<file path="src/rtl/switch_pkg.sv">
// Shared constants and arbiter state type for the front-panel switch controller.
package switch_pkg;

  localparam int NSW_DEF  = 4;
  localparam int DIV_DEF  = 1000;
  localparam int HOLD_DEF = 30;
  localparam int ID_W     = $clog2(NSW_DEF);

  typedef enum logic {
    IDLE  = 1'b0,
    OFFER = 1'b1
  } arb_state_e;

endpackage

</file>
<file path="src/rtl/rr_arbiter.sv">
// Combinational round-robin pick: first set request at or after ptr, wrapping at NSW.
module rr_arbiter #(
  parameter int NSW = 4
) (
  input  logic [NSW-1:0]         req,
  input  logic [$clog2(NSW)-1:0] ptr,
  output logic [$clog2(NSW)-1:0] grant,
  output logic                   any
);

  localparam int IW = $clog2(NSW);

  logic [IW:0] idx;

  // Walk from the farthest candidate back to ptr so the nearest hit is written last.
  always_comb begin
    grant = '0;
    any   = 1'b0;
    idx   = '0;
    for (int k = NSW - 1; k >= 0; k--) begin
      idx = {1'b0, ptr} + (IW + 1)'(k);
      if (idx >= (IW + 1)'(NSW)) begin
        idx = idx - (IW + 1)'(NSW);
      end
      if (req[idx[IW-1:0]]) begin
        grant = idx[IW-1:0];
        any   = 1'b1;
      end
    end
  end

endmodule

</file>
<file path="src/rtl/switch_event_controller.sv">
// Debounces NSW active-low switches on one shared sample tick and offers press
// events one at a time through a round-robin arbiter.
module switch_event_controller
  import switch_pkg::*;
#(
  parameter int NSW  = NSW_DEF,
  parameter int DIV  = DIV_DEF,
  parameter int HOLD = HOLD_DEF
) (
  input  logic                   clock,
  input  logic                   reset,
  input  logic [NSW-1:0]         switchin,
  output logic [NSW-1:0]         pressed,
  output logic                   event_valid,
  output logic [$clog2(NSW)-1:0] event_id,
  input  logic                   event_ack,
  output logic                   overrun,
  output arb_state_e             arb_state
);

  localparam int IW = $clog2(NSW);
  localparam int PW = $clog2(DIV);

  logic [NSW-1:0] sync_meta;
  logic [NSW-1:0] sync_q;
  logic [PW-1:0]  presc;
  logic           tick;
  logic [7:0]     cnt [NSW];
  logic [NSW-1:0] detect;
  logic [NSW-1:0] pending;
  logic [NSW-1:0] clr;
  logic [IW-1:0]  rr_ptr;
  logic [IW-1:0]  grant;
  logic           grant_any;
  logic           load_id;
  logic           advance;
  arb_state_e     state;
  arb_state_e     next_state;

  // Idle level of an unpressed switch is high, so the synchronizer resets to ones.
  always_ff @(posedge clock) begin
    if (reset) begin
      sync_meta <= '1;
      sync_q    <= '1;
    end else begin
      sync_meta <= switchin;
      sync_q    <= sync_meta;
    end
  end

  assign tick = (presc == PW'(DIV - 1));

  always_ff @(posedge clock) begin
    if (reset) begin
      presc <= '0;
    end else if (tick) begin
      presc <= '0;
    end else begin
      presc <= presc + 1'b1;
    end
  end

  always_comb begin
    detect = '0;
    for (int i = 0; i < NSW; i++) begin
      detect[i] = tick && !sync_q[i] && (cnt[i] == 8'(HOLD - 1));
    end
  end

  // Counters saturate at HOLD so a held switch detects exactly once.
  always_ff @(posedge clock) begin
    if (reset) begin
      pressed <= '0;
      for (int i = 0; i < NSW; i++) begin
        cnt[i] <= '0;
      end
    end else if (tick) begin
      for (int i = 0; i < NSW; i++) begin
        if (sync_q[i]) begin
          cnt[i]     <= '0;
          pressed[i] <= 1'b0;
        end else begin
          if (cnt[i] != 8'(HOLD)) begin
            cnt[i] <= cnt[i] + 8'd1;
          end
          if (detect[i]) begin
            pressed[i] <= 1'b1;
          end
        end
      end
    end
  end

  always_comb begin
    clr = '0;
    if (event_valid && event_ack) begin
      clr[event_id] = 1'b1;
    end
  end

  // A detect on the same edge as its own ack re-arms the bit without flagging overrun.
  always_ff @(posedge clock) begin
    if (reset) begin
      pending <= '0;
      overrun <= 1'b0;
    end else begin
      pending <= (pending & ~clr) | detect;
      if (|(detect & pending & ~clr)) begin
        overrun <= 1'b1;
      end
    end
  end

  rr_arbiter #(
    .NSW (NSW)
  ) u_rr_arbiter (
    .req   (pending),
    .ptr   (rr_ptr),
    .grant (grant),
    .any   (grant_any)
  );

  // Handshake: an event transfers on a rising edge where event_valid and event_ack
  // are both 1; event_id is stable while event_valid is 1, and event_valid stays
  // low for at least one cycle after every transfer.
  always_ff @(posedge clock) begin
    if (reset) begin
      state <= IDLE;
    end else begin
      state <= next_state;
    end
  end

  always_comb begin
    next_state = state;
    load_id    = 1'b0;
    advance    = 1'b0;
    case (state)
      IDLE: begin
        if (grant_any) begin
          load_id    = 1'b1;
          next_state = OFFER;
        end
      end
      OFFER: begin
        if (event_ack) begin
          advance    = 1'b1;
          next_state = IDLE;
        end
      end
      default: next_state = IDLE;
    endcase
  end

  always_ff @(posedge clock) begin
    if (reset) begin
      event_id <= '0;
      rr_ptr   <= '0;
    end else begin
      if (load_id) begin
        event_id <= grant;
      end
      if (advance) begin
        rr_ptr <= (event_id == IW'(NSW - 1)) ? '0 : event_id + 1'b1;
      end
    end
  end

  assign event_valid = (state == OFFER);
  assign arb_state   = state;

endmodule

</file>
<file path="config.mk">
export PLATFORM = sky130hd
export DESIGN_NAME = switch_event_controller
export DESIGN_NICKNAME = d
export VERILOG_FILES = /design/src/rtl/switch_pkg.sv /design/src/rtl/rr_arbiter.sv /design/src/rtl/switch_event_controller.sv
export SDC_FILE = /design/constraint.sdc
export NUM_CORES = 1
export LEC_CHECK = 0
export CAP_MARGIN = 20
export CORE_ASPECT_RATIO = 0.8
export CORE_MARGIN = 5
export CORE_UTILIZATION = 40
export DETAILED_ROUTE_END_ITERATION = 12
export GPL_TIMING_DRIVEN = 0
export PLACE_DENSITY = 0.64
export SETUP_SLACK_MARGIN = 0.15
export SYNTH_ARGS = -nofsm -noshare
export SYNTH_HDL_FRONTEND = slang
export SYNTH_SLANG_ARGS = --single-unit
</file>
<file path="constraint.sdc">
create_clock -name clock -period 4.7 [get_ports clock]
set_clock_uncertainty 0.05 [all_clocks]
set_input_delay 0.94 -clock clock [delete_from_list [all_inputs] [get_ports clock]]
set_output_delay 0.94 -clock clock [all_outputs]
set_load 0.01 [all_outputs]
</file>
Word level (Yosys, flattened, before mapping)
Memories as Yosys holds them, arrays and structs flattened.
Index checks and enable logic that the tools add are counted.

word-level totals
  memories kept = 1
  bits of input ports = 7
  word-level logic and storage cells = 168
  bits in writable memories = 32
  output and inout port bits = 9
  bits in registers = 32

operators by class
  multiplexer cells = 84
  equality and inequality tests = 10
  magnitude comparators = 10
  reduce and logical (&&, ||, !) cells = 24
  add/sub/neg operators = 13
  bitwise logic cells = 14

memory list
  name  depth  width  read ports  clocked after memory_dff  write ports  RTL line                       source
  cnt   4      8      4           0                         4            switch_event_controller.sv:28  logic [7:0] cnt [NSW];

operators by type and width
  cell                                                         count
  two-way mux 8 bit                                            8
  two-way mux 1 bit                                            60
  adder 8 x 1 -> 8 bit (second input constant)                 4
  equality test 8 x 5 -> 1 bit (second input constant)         4
  inequality test 8 x 5 -> 1 bit (second input constant)       4
  two-way mux 2 bit                                            9
  less-than comparator 2 x 3 -> 1 bit (second input constant)  5
  bitwise AND 4 bit                                            3
  adder 10 x 1 -> 10 bit (second input constant)               1
  equality test 10 bit (second input constant)                 1
  logical AND 1 bit                                            10
  >= comparator 3 bit (second input constant)                  3
  binary-select mux 1 bit (select 2 bit)                       4
  bitwise OR 1 bit                                             8
  AND reduction 2 bit                                          4
  nonzero test 2 bit                                           4
  subtractor 2 x 1 -> 2 bit (second input constant)            4
  adder 2 x 2 -> 3 bit (second input constant)                 2
  zero test 1 bit                                              4
  two-way mux 4 bit                                            1
  inverter 4 bit                                               1
  bitwise OR 4 bit                                             1
  OR reduction 4 bit                                           1
  adder 2 x 1 -> 3 bit (second input constant)                 1
  other kinds (8)                                              8

Longest topological paths before layout
  word-level depth = 11
  gate-level depth with buffers = 7

Cells and area by module
Synthesis repeated with hierarchy kept, for this count alone.

second synthesis, totals
  cell total of the unflattened synthesis = 316
  area, all modules = 3,189.3 um^2

by module, submodules not included
  module                   instances  seq. area each (um^2)  area each (um^2)  cells an instance
  switch_event_controller  1          1,601.5                3,111.7           303
  rr_arbiter               1          0.0                    77.6              13

Worst setup path before layout
OpenSTA, ideal clock, no wires.

  path type = register -> register
  start point = reg presc[0]
  end point = mem cnt[0][0] (enable)
  path slack = 2.598 ns
  data arrival time = 1.726 ns
  stages on the path, launching flop included = 7
  path buffers = 1
  data required time = 4.324 ns
  library setup time = 0.326 ns
  path through = dfxtp_1 -> ha_1 -> nand3b_1 -> nor3b_2 -> nor2b_1 -> clkbuf_1 -> a21o_1

RTL lines
  element                   RTL line                       source
  start: declaration        switch_event_controller.sv:26  logic [PW-1:0] presc;
  start signal: assignment  switch_event_controller.sv:59  presc <= presc + 1'b1;
  end: declaration          switch_event_controller.sv:28

==> impl_results.md <==
* Slowest CP cell: clkdlybuf4s50_1
* Worst VDD drop at 134 uV
* Tcrit/Tclk final at 0.593
* Final Core Density at 0.478
* Root buf cell: clkbuf_8
* Initial core utilization at 0.415
* EDFF count, synth at 32
* Post-synth top flop: edfxtp_1
* First-pass GRT wire length at 10300 um
* CTS max path bufs at 2
* Worst-path cell chain: clkdlybuf4s50_1 > clkbuf_1 > clkbuf_1 > nand2b_1
* CTS tree: yes
* Cts hold-fix bufs at 0
* Worst-margin pin slew at 0.534 ns
* Fin area at 3580 sq um
* Routed WL per cell at 13.3 um
* Tmin final at 2.79 ns
* Nets at 356
* RePlAce Congestion at 0.817
* # rows at 28
* DRT Pass-1 Iters at 4
* Initial antenna violation count at 0
* P per Cell Area at 309 nW/um^2
* Inserted Diodes at 0
* Max Cap Viol at 0
* Setup TNS at 0 ns
* Worst-path maximum fanout at 10
* Filler cell count at 727
* Worst Path Arrival at 2.72 ns
* Routed WL at 5860 um
* Worst path max stage delay at 0.60 ns
* Cell taking the most area after synthesis: edfxtp_1
* Hold_sp: sync_meta[1]
* Vias per cell at 5.08
* Non-Filler Instances at 442
* Synth Cell Area at 3110 sq um
* Number of gates resized after cts at 0
* Total Routing Usage GR at 0.138
* Worst setup margin at 1.91 ns
* Dominant cells by area after synthesis: edfxtp_1 31%, dfxtp_1 21%, ha_1 6.8%
* Clock-pin slew on the worst setup and hold paths at 0.06 ns
* Die width at 109 um
* Grt ovf at 0
* Reg2reg start: presc[0]
* Seq/Total Area, Yosys at 0.515
* RR Endpoint: cnt[3][6]
* Routed via count at 2245
* Power Total at 1.11 mW
* Slew Viols, Final at 0
* Most common cell in the netlist: nor2_1
* DP Area at 3390 sq um
* Count of final setup violators at 0
* Antenna viol nets, final at 0
* Mapped Avg Cell Area at 10.2 sq um
* Endpoints failing hold at 0
* Worst EP required at 4.64 ns
* Largest net degree at the start of global routing at 12
* Layout cell share with drive strength beyond 1 at 0.0772
* Height of the die at 88.8 um
* Hold Path Cell Cnt at 1
* Synth top area share at 0.309
* Port buffer count at 15
* Outcome: finished, final reports clean
* Yosys warnings at 0
* Synth Net Count at 330
* RSZ-0062 raised after global routing: false
* Worst Hold Endpoint: sync_q[1]
* Yosys cell types at 41
* Startpoint Class: input port
* Flops & latches, synth at 64
* R2R cell count at 6
* Post-CTS Setup Repair Bufs at 0
* Async set-reset flop share out of synthesis at 0
* CTS sink cnt at 64
* Reg2Reg Setup Slack at 2.15 ns
* Max Clock Freq at 0.359 GHz
* Most used cell, CP: clkbuf_1
* Die area at 9640 sq um
* Gate Count Post-Synth at 306
* Core region area at 7500 sq um
* Hold slack at 0.358 ns
* Pre-CTS setup slack at 1.51 ns
* Tightest Hold Check Type: flop to flop
* CP Class: input port to flop
* Commonest cells post-synth: 46 x nor2_1, 32 x dfxtp_1, 32 x edfxtp_1
* DRC viols at 0
* 1st-iter DRT viols at 64
* Placed cells at 426
* H-tree Lvls at 3
* Clk Latency, worst-skew pair at 0.34 ns
* Leakage at 1.26 nW
* IO Count at 16
* CTS Buf Count at 9
* Rel. slew slack at 0.639
* Syn-to-layout area delta at 15.3%
* CP Capture Type: flop
* Vias in the first global route at 2117
* Hpwl dp at 4140 um
[worst max-delay path, delay by kind of cell]
kind | cells | cell delay, ns
simple gates | 1 | 0.43
buf+inv | 3 | 1.35
[placed cells by master, fill, tap and decap left out, types with 6 or more instances in the layout]
cell             synthesis  layout
o21ai_0                  6       6
dfxtp_1                 32      32
ha_1                    17      17
a21oi_1                  9       9
nand3_1                 22      22
xnor2_1                 12      12
and3_1                  10      10
nor2_1                  46      46
xor2_1                  18      18
clkdlybuf4s50_1          0      15
nand2_1                 16      16
nor3_1                   9       9
or2_2                    8       8
edfxtp_1                32      32
clkbuf_8                 0      11
inv_1                   13      13
clkbuf_1                 5       7
[sequential cells by signal, indices dropped and copies added, names as in the netlist]
signal     flops
sync_meta      4
sync_q         4
pending        4
event_id       2
overrun        1
pressed        4
cnt           32
presc         10
rr_ptr         2
arb_state      1
[worst max-delay path by stage]
stage / startpoint / end / slack [ns]
2_1_floorplan: presc[0] / cnt[0][0] / 2.60
3_3_place_gp: reset / cnt[1][3] / 1.54
3_5_place_dp: reset / cnt[1][3] / 1.51
4_1_cts: reset / cnt[1][5] / 1.88
5_1_grt: reset / cnt[1][1] / 1.75
6_report: reset / cnt[1][5] / 1.91
[cells by family after synthesis]
family / count (synthesis) / synth area share
compound gates: 40 / 0.0882
xor+xnor: 30 / 0.0845
fa+ha+maj: 17 / 0.0684
buf+inv: 21 / 0.0274
flops: 64 / 0.515
simple gates: 134 / 0.216
[metal layers]
layer	GRT usage	up-vias	routed length [um]
li1	-	1146	-
met1	0.194	1046	3100
met2	0.197	49	2390
met3	0.0525	4	312
met4	0.0413	0	59
met5	0	-	0
[power by group]
part	switching [mW]	internal, mW
Sequential	0.0150	0.600
Combinational	0.0212	0.0183
Clock	0.203	0.251
[cell type report]
| class | count | area, sq um | area share |
|---|---|---|---|
| plain buffers | 8 | 36.3 | 0.0101 |
| well taps | 105 | 131 | 0.0366 |
| multi-input cells | 221 | 1420 | 0.397 |
| flip-flops and latches | 64 | 1600 | 0.447 |
| clock buffers | 14 | 184 | 0.0513 |
| clock inverters | 2 | 11.3 | 0.00314 |
| inverters | 13 | 48.8 | 0.0136 |
| repair buffers | 15 | 150 | 0.0419 |
Power figures use the tool's default switching activity.
